$ cat src/rtl/agu_param.sv
// agu_param: NTT butterfly address generator issuing 2^RADIX_BITS lane addresses per beat with valid/ready flow.
// A final partial radix digit (LOGN not a multiple of RADIX_BITS) is anchored at bit 0 so every stage still covers 0..N-1.
module agu_param #(
  parameter int LOGN = 10,
  parameter int RADIX_BITS = 4,
  localparam int K = (LOGN + RADIX_BITS - 1) / RADIX_BITS,
  localparam int STW = (K > 1) ? $clog2(K) : 1,
  localparam int LANES = 1 << RADIX_BITS
) (
  input  logic                    clk,
  input  logic                    rst,
  input  logic                    start_i,
  input  logic                    inv_i,
  input  logic                    out_ready_i,
  output logic                    out_valid_o,
  output logic [LANES*LOGN-1:0]   addr_o,
  output logic [STW-1:0]          stage_o,
  output logic [LOGN-1:0]         tw_idx_o,
  output logic                    busy_o,
  output logic                    done_o
);
  localparam int R = RADIX_BITS;
  typedef enum logic [1:0] {IDLE, RUN, DRAIN} state_t;
  state_t                  state_q;
  logic                    inv_q, valid_q, busy_q, done_q;
  logic [STW-1:0]          l_q, stage_q;
  logic [LOGN-1:0]         i_q, j_q, tw_q;
  logic [LANES*LOGN-1:0]   addr_q, addr_d;
  logic [LOGN-1:0]         i_max, j_max, rev_full, rev_j;
  logic                    i_last, j_last, l_last, load;
  int                      lo;
  // lo is the bit position of this stage's radix digit; j occupies the bits above it, i those below.
  always_comb begin
    lo = (LOGN > R * (int'(l_q) + 1)) ? LOGN - R * (int'(l_q) + 1) : 0;
    i_max = LOGN'((1 << lo) - 1);
    j_max = LOGN'((1 << (LOGN - R - lo)) - 1);
    rev_full = '0;
    for (int b = 0; b < LOGN; b++) rev_full[LOGN-1-b] = j_q[b];
    rev_j = rev_full >> (lo + R);
    addr_d = '0;
    for (int m = 0; m < LANES; m++)
      addr_d[m*LOGN +: LOGN] = (rev_j << (lo + R)) + (LOGN'(m) << lo) + i_q;
    i_last = i_q == i_max;
    j_last = j_q == j_max;
    l_last = inv_q ? (l_q == '0) : (l_q == STW'(K - 1));
    load = !valid_q || out_ready_i;
  end
  always_ff @(posedge clk or posedge rst) begin
    if (rst) begin
      state_q <= IDLE;
      inv_q   <= 1'b0;
      valid_q <= 1'b0;
      busy_q  <= 1'b0;
      done_q  <= 1'b0;
      l_q     <= '0;
      i_q     <= '0;
      j_q     <= '0;
      stage_q <= '0;
      tw_q    <= '0;
      addr_q  <= '0;
    end else begin
      done_q <= 1'b0;
      case (state_q)
        IDLE: if (start_i && !done_q) begin
          state_q <= RUN;
          inv_q   <= inv_i;
          l_q     <= inv_i ? STW'(K - 1) : '0;
          i_q     <= '0;
          j_q     <= '0;
          busy_q  <= 1'b1;
        end
        RUN: if (load) begin
          addr_q  <= addr_d;
          stage_q <= l_q;
          tw_q    <= rev_j;
          valid_q <= 1'b1;
          i_q     <= i_last ? '0 : i_q + 1'b1;
          if (i_last) j_q <= j_last ? '0 : j_q + 1'b1;
          if (i_last && j_last && !l_last) l_q <= inv_q ? l_q - 1'b1 : l_q + 1'b1;
          if (i_last && j_last && l_last) state_q <= DRAIN;
        end
        DRAIN: if (valid_q && out_ready_i) begin
          valid_q <= 1'b0;
          done_q  <= 1'b1;
          busy_q  <= 1'b0;
          state_q <= IDLE;
        end
        default: state_q <= IDLE;
      endcase
    end
  end
  assign out_valid_o = valid_q;
  assign addr_o      = addr_q;
  assign stage_o     = stage_q;
  assign tw_idx_o    = tw_q;
  assign busy_o      = busy_q;
  assign done_o      = done_q;
endmodule

$ cat config.mk
export PLATFORM = sky130hd
export DESIGN_NAME = agu_param
export DESIGN_NICKNAME = d
export VERILOG_FILES = /design/src/rtl/agu_param.sv
export SDC_FILE = /design/constraint.sdc
export NUM_CORES = 1
export LEC_CHECK = 0
export CORE_MARGIN = 2
export CORE_UTILIZATION = 55
export CTS_CLUSTER_DIAMETER = 200
export DETAILED_ROUTE_END_ITERATION = 7
export PLACE_DENSITY_LB_ADDON = 0.3
export SLEW_MARGIN = 20
export SYNTH_ARGS = -nofsm -noshare
export SYNTH_HDL_FRONTEND = slang
export SYNTH_SLANG_ARGS = --single-unit
$ cat constraint.sdc
create_clock -name clk -period 9.6 [get_ports clk]
set_clock_uncertainty 0.05 [all_clocks]
set_input_delay 1.92 -clock clk [delete_from_list [all_inputs] [get_ports clk]]
set_output_delay 1.92 -clock clk [all_outputs]
set_load 0.05 [all_outputs]
### Word level (Yosys, flattened, before mapping)

Index checks and enable logic that the tools add are counted.

* register bits after elaboration: 200
* latch bits: 0
* bits in writable memories: 0
* bits in read-only memories: 0
* input port bits: 5
* output and inout port bits: 175
* logic and storage cells: 135
* memories: 0

* add/subtract/negate cells: 42
* $mul: 0
* divide/modulo/power cells: 0
* order comparisons: 1
* equal/unequal tests: 11
* shift-type cells: 20
* multiplexer cells: 28
* bitwise gates (word level): 0
* reduce and logical (&&, ||, !) cells: 22

Operators with widths (count)
* $add A10 B10 Y10: 32
* $shl A4 B32 Y10 const A: 8
* $shl A1 B32 Y10 const A: 4
* $shl A3 B32 Y10 const A: 4
* $shl A2 B32 Y10 const A: 2
* $mux W10: 6
* $pmux W10 S2: 2
* $add A32 B4 Y32 const B: 1
* $gt A5 B32 Y1 const A: 1
* $mux W32: 1
* $shl A10 B32 Y10: 1
* $shr A10 B32 Y10: 1
* $sub A4 B32 Y32 const A: 1
* $add A10 B1 Y10 const B: 2
* $eq A10 B10 Y1: 2
* $sub A10 B2 Y10 const B: 2
* $mux W2: 9
* $ne A2 B2 Y1 const B: 6
* $reduce_and A4 Y1: 3
* $reduce_and A3 Y1: 3
* $mux W1: 6
* $pmux W2 S3: 1
* $reduce_bool A2 Y1: 3
* $sub A4 B5 Y6 const A: 1
* other kinds (12): 22

### Longest topological paths before layout

* depth in word-level cells: 12
* mapped depth: 26
* depth with buffers taken out: 24

### Worst setup path before layout

OpenSTA, ideal clock, no wires.

* path kind: register to register
* start: register l_q[1]
* end: register addr_q[59] (netlist: addr_o[59])
* setup time: 0.083 ns
* data arrival time: 6.189 ns
* required time: 9.467 ns
* path slack: 3.278 ns
* cell stages (with the launch flop): 24
* path buffers: 1
* clock period less this slack: 6.322 ns
* cell sequence: dfrtp_1 > inv_1 > ha_1 > nor2_1 > ha_1 > or3_1 > nand2_1 > clkbuf_1 > and2_1 > ha_1 > nand3_1 > ha_1 > nor4b_1 > and3_1 > o21ai_0 > nor4_1 > fa_1 > ha_1 > and2_1 > a22o_1 > o41ai_1 > o31ai_1 > xnor2_1 > o21ai_0

* longest elaborated chain between the ends: 8
* elaborated cells between the ends (all ways): 10
* classes of those cells: add/sub (5); order compare (1); shift (3); mux (1)

RTL lines
* start: declaration: RTL line 26 `logic [STW-1:0] l_q, stage_q;`
* start signal: assignment: RTL line 67 `l_q <= inv_i ? STW'(K - 1) : '0;`
* start signal: assignment: RTL line 79 `if (i_last && j_last && !l_last) l_q <= inv_q ? l_q - 1'b1 : l_q + 1'b1;`
* $add A2 B1 Y3 (*): RTL line 34 `lo = (LOGN > R * (int'(l_q) + 1)) ? LOGN - R * (int'(l_q) + 1) : 0;`
* $gt A5 B32 Y1 or $sub A4 B5 Y6 (tied branches): RTL line 34
* $mux W32 (*): RTL line 34
* $add A32 B4 Y32: RTL line 39, 42
* $shr A10 B32 Y10: RTL line 39 `rev_j = rev_full >> (lo + R);`
* $shl A10 B32 Y10: RTL line 42 `addr_d[m*LOGN +: LOGN] = (rev_j << (lo + R)) + (LOGN'(m) << lo) + i_q;`
* $add A10 B10 Y10 (*) (2 in series): RTL line 42
* end signal: assignment: RTL line 73 `addr_q <= addr_d;`
* end: declaration: RTL line 28 `logic [LANES*LOGN-1:0] addr_q, addr_d;`

Every way passes the cells marked *; elsewhere a longest branch is shown, timed or not.
A chain may end at the register's enable or synchronous reset.

### Worst setup path in the final report

Ends and elaborated chain as after synthesis.

==> results.json <==
{
  "fmaxAchievable_ghz": 0.1323,
  "initial_utilization": 0.5615,
  "clock_insertion_delay_worst_skew_ps": 430,
  "timing.setup.critical_path_class": "reg -> reg",
  "r2r-start": "l_q[1]$_DFFE_PP0P_",
  "slew-limit-headroom": 0.1694,
  "postSynth.topFlopCell": "sky130_fd_sc_hd__dfrtp_1",
  "synth-async-reset-ratio": 1.000,
  "mean_instance_size_in_the_synthesized_netlist_sq_um": 9.122,
  "dr.pass1.iters": 5,
  "routed_wirelength_mm": 32.63,
  "worstReg2RegEnd": "addr_o[59]$_DFFE_PP0P_",
  "synth-seq-cells": 166,
  "drt-wirelength-per-cell_um": 19.09,
  "setup_viol_count_final": 0,
  "timing.reg2reg.worst_path_depth": 22,
  "run_status": "finished clean",
  "r2r_slack_ps": 2040,
  "final_layout_size_suffix_gt1_frac": 0.04045,
  "hpwl_mm": 24.17,
  "power.static_leakage_uw": 0.006640,
  "fp.dieH_um": 150.5,
  "via_count": 10085,
  "layout.core_utilization": 0.6766,
  "cts_tree": "yes",
  "min_path_cells": 2,
  "timing.final.max_slew_violations": 0,
  "first_global_vias": 9723,
  "layout_worst_path_cycle_share": 0.7876,
  "postCtsHoldBufs": 0,
  "place_congestion": 0.9407,
  "end_kind": "register",
  "critical_path.startpoint_type": "register",
  "num-fill-cells": 1660,
  "crit_end": "addr_o[59]$_DFFE_PP0P_",
  "final.setup.tns_ps": 0,
  "io_buffer_count": 179,
  "cp_data_required_time_ps": 9900,
  "clkTransAtPathRegs_ps": 60,
  "grt_start_max_net_pins": 212,
  "detailedRoute.firstIterationViolations": 704,
  "buffer_depth_of_the_longest_clock_path": 2,
  "placed_cell_area_sq_um": 13580,
  "commonest_cells_after_routing_fill_and_taps_aside": "sky130_fd_sc_hd__nand2_1 (185), sky130_fd_sc_hd__clkdlybuf4s50_1 (179), sky130_fd_sc_hd__dfrtp_1 (166)",
  "area.growth.synth_to_final_pct": 20.50,
  "arrival_ps": 7860,
  "synth_area_sq_um": 11800,
  "synth.distinct_cells": 63,
  "place_worst_setup_slack_ps": 2134,
  "seq_area_frac_synth": 0.3519,
  "worst_slew_pin_slew_ps": 1236,
  "row_count": 53,
  "rsz0062_at_grt": "no",
  "synth_enable_flop_cells": 0,
  "drt-vias-per-instance": 5.901,
  "clock_sink_count": 166,
  "cts_root_buffer": "sky130_fd_sc_hd__clkbuf_16",
  "die-width_um": 150.5,
  "h-tree-depth": 4,
  "insertedDiodeCount": 0,
  "synth-warning-count": 0,
  "final.setup.worst_slack_ps": 2039,
  "die_area_sq_um": 22650,
  "finish.net_count": 1554,
  "worstHoldPathType": "reg -> reg",
  "antenna_found_initial": 0,
  "grt_overflow_total": 0,
  "tritoncts.num_buffers": 17,
  "grt_pass1_wl_mm": 51.38,
  "grt.total_usage": 0.2927,
  "crit_path_start": "l_q[1]$_DFFE_PP0P_",
  "post-cts-setup-buffers": 0,
  "worst_hold_slack_ps": 426.0,
  "core_region_area_sq_um": 21020,
  "worst_ir_drop_vdd_mv": 0.2029,
  "crit_fanout": 14,
  "route.detailed.drc": 0,
  "floorplan.io_pins": 180,
  "ant_nets": 0,
  "hold_viol": 0,
  "post_cts_resized": 0,
  "synthesis.instances": 1294,
  "final_design_area_no_fill_sq_um": 14220,
  "drv_cap": 0,
  "p_per_area_nw_per_um2": 353.7,
  "fin_crit_ps": 7561,
  "commonest_non_fill_non_tap_cell_in_the_layout": "sky130_fd_sc_hd__nand2_1"
}
-- report_power, final --
part | switching (uW) | internal (uW)
clock | 297 | 458
combinational | 2060 | 1050
sequential | 212 | 954
total | 2570 | 2460
-- logic make-up after synthesis --
family | count (synthesis) | share of synthesized area
other cells | 2 | 0.0006362
xor+xnor | 119 | 0.08946
flops | 166 | 0.3519
simple gates | 398 | 0.1604
compound gates | 353 | 0.1960
mux | 4 | 0.003392
buf+inv | 125 | 0.05152
fa+ha+maj | 127 | 0.1467
-- registers in the layout, summed over array words and instances (netlist names) --
name,cells
addr_o,126
busy_o,1
done_o,1
i_q,10
inv_q,1
j_q,10
l_q,2
out_valid_o,1
stage_o,2
state_q,2
tw_idx_o,10
-- synthesized netlist by cell type (10+ instances only) --
cell                       count  area share
sky130_fd_sc_hd__a211o_1      15       0.011
sky130_fd_sc_hd__a211oi_1     18       0.011
sky130_fd_sc_hd__a21o_1       43       0.027
sky130_fd_sc_hd__a21oi_1      46       0.020
sky130_fd_sc_hd__and2_1       11      0.0058
sky130_fd_sc_hd__and3_1       16      0.0085
sky130_fd_sc_hd__buf_4        34       0.022
sky130_fd_sc_hd__clkbuf_1     44       0.014
sky130_fd_sc_hd__dfrtp_1     166        0.35
sky130_fd_sc_hd__fa_1         19       0.032
sky130_fd_sc_hd__ha_1        108        0.11
sky130_fd_sc_hd__inv_1        36       0.011
sky130_fd_sc_hd__nand2_1     186       0.059
sky130_fd_sc_hd__nand3_1      38       0.016
sky130_fd_sc_hd__nand4_1      11      0.0058
sky130_fd_sc_hd__nor2_1       44       0.014
sky130_fd_sc_hd__nor2b_1      13      0.0069
sky130_fd_sc_hd__nor3_1       18      0.0076
sky130_fd_sc_hd__nor3b_1      15      0.0095
sky130_fd_sc_hd__o211ai_1     12      0.0076
sky130_fd_sc_hd__o21ai_0     132       0.056
sky130_fd_sc_hd__o31ai_1      10      0.0064
sky130_fd_sc_hd__or2_2        13      0.0069
sky130_fd_sc_hd__or3_1        10      0.0053
sky130_fd_sc_hd__xnor2_1      58       0.043
sky130_fd_sc_hd__xor2_1       60       0.045
-- through the flow --
step / power, uW / cells
6_report: 5031 / 1709
5_1_grt: 5272 / 1709
4_1_cts: 5018 / 1709
3_5_place_dp: 4251 / 1678
3_3_place_gp: 4202 / 1678
2_1_floorplan: 3324 / 1309
-- worst max-delay path, stage by stage, from the launching register on --
cell	delay (ps)
sky130_fd_sc_hd__dfrtp_1	430
sky130_fd_sc_hd__inv_1	180
sky130_fd_sc_hd__ha_1	510
sky130_fd_sc_hd__nor2_1	100
sky130_fd_sc_hd__ha_1	350
sky130_fd_sc_hd__or3_1	360
sky130_fd_sc_hd__nand2_1	410
sky130_fd_sc_hd__and2_1	220
sky130_fd_sc_hd__ha_1	190
sky130_fd_sc_hd__nand3_1	90
sky130_fd_sc_hd__ha_1	210
sky130_fd_sc_hd__nor4b_1	460
sky130_fd_sc_hd__and3_1	310
sky130_fd_sc_hd__o21ai_0	170
sky130_fd_sc_hd__nor4_1	780
sky130_fd_sc_hd__fa_1	720
sky130_fd_sc_hd__ha_1	430
sky130_fd_sc_hd__and2_1	190
sky130_fd_sc_hd__a22o_1	230
sky130_fd_sc_hd__o41ai_1	570
sky130_fd_sc_hd__o31ai_1	160
sky130_fd_sc_hd__xnor2_1	150
sky130_fd_sc_hd__o21ai_0	180
-- layer usage --
| layer | wire [um] | part of all wire | global-route usage | vias to the layer above |
|---|---|---|---|---|
| met4 | 1508 | 0.046 | 0.1368 | 0 |
| met3 | 2097 | 0.064 | 0.05727 | 93 |
| met5 | 0 | 0 | 0 | - |
| met1 | 13990 | 0.43 | 0.3918 | 4813 |
| li1 | - | - | - | 4814 |
| met2 | 15030 | 0.46 | 0.4589 | 365 |
-- cell type report --
type	count	area (sq um)	area share
clock buffer	21	470.5	0.03308
tap	275	344.1	0.02419
clock inverter	10	170.2	0.01196
inverter	36	140.1	0.009852
timing repair buffer	183	1834	0.1290
multi-input combinational	1018	7111	0.4999
sequential	166	4154	0.2920
-- worst min path at each step --
| stage | start | end | slack, ps |
|---|---|---|---|
| 2_1_floorplan | inv_q$_DFFE_PP0P_ | inv_q$_DFFE_PP0P_ | 460 |
| 3_3_place_gp | addr_o[46]$_DFFE_PP0P_ | addr_o[46]$_DFFE_PP0P_ | 410 |
| 3_5_place_dp | addr_o[64]$_DFFE_PP0P_ | addr_o[64]$_DFFE_PP0P_ | 420 |
| 4_1_cts | addr_o[109]$_DFFE_PP0P_ | addr_o[109]$_DFFE_PP0P_ | 430 |
| 5_1_grt | addr_o[53]$_DFFE_PP0P_ | addr_o[53]$_DFFE_PP0P_ | 450 |
| 6_report | addr_o[109]$_DFFE_PP0P_ | addr_o[109]$_DFFE_PP0P_ | 430 |
Power figures use the tool's default switching activity.
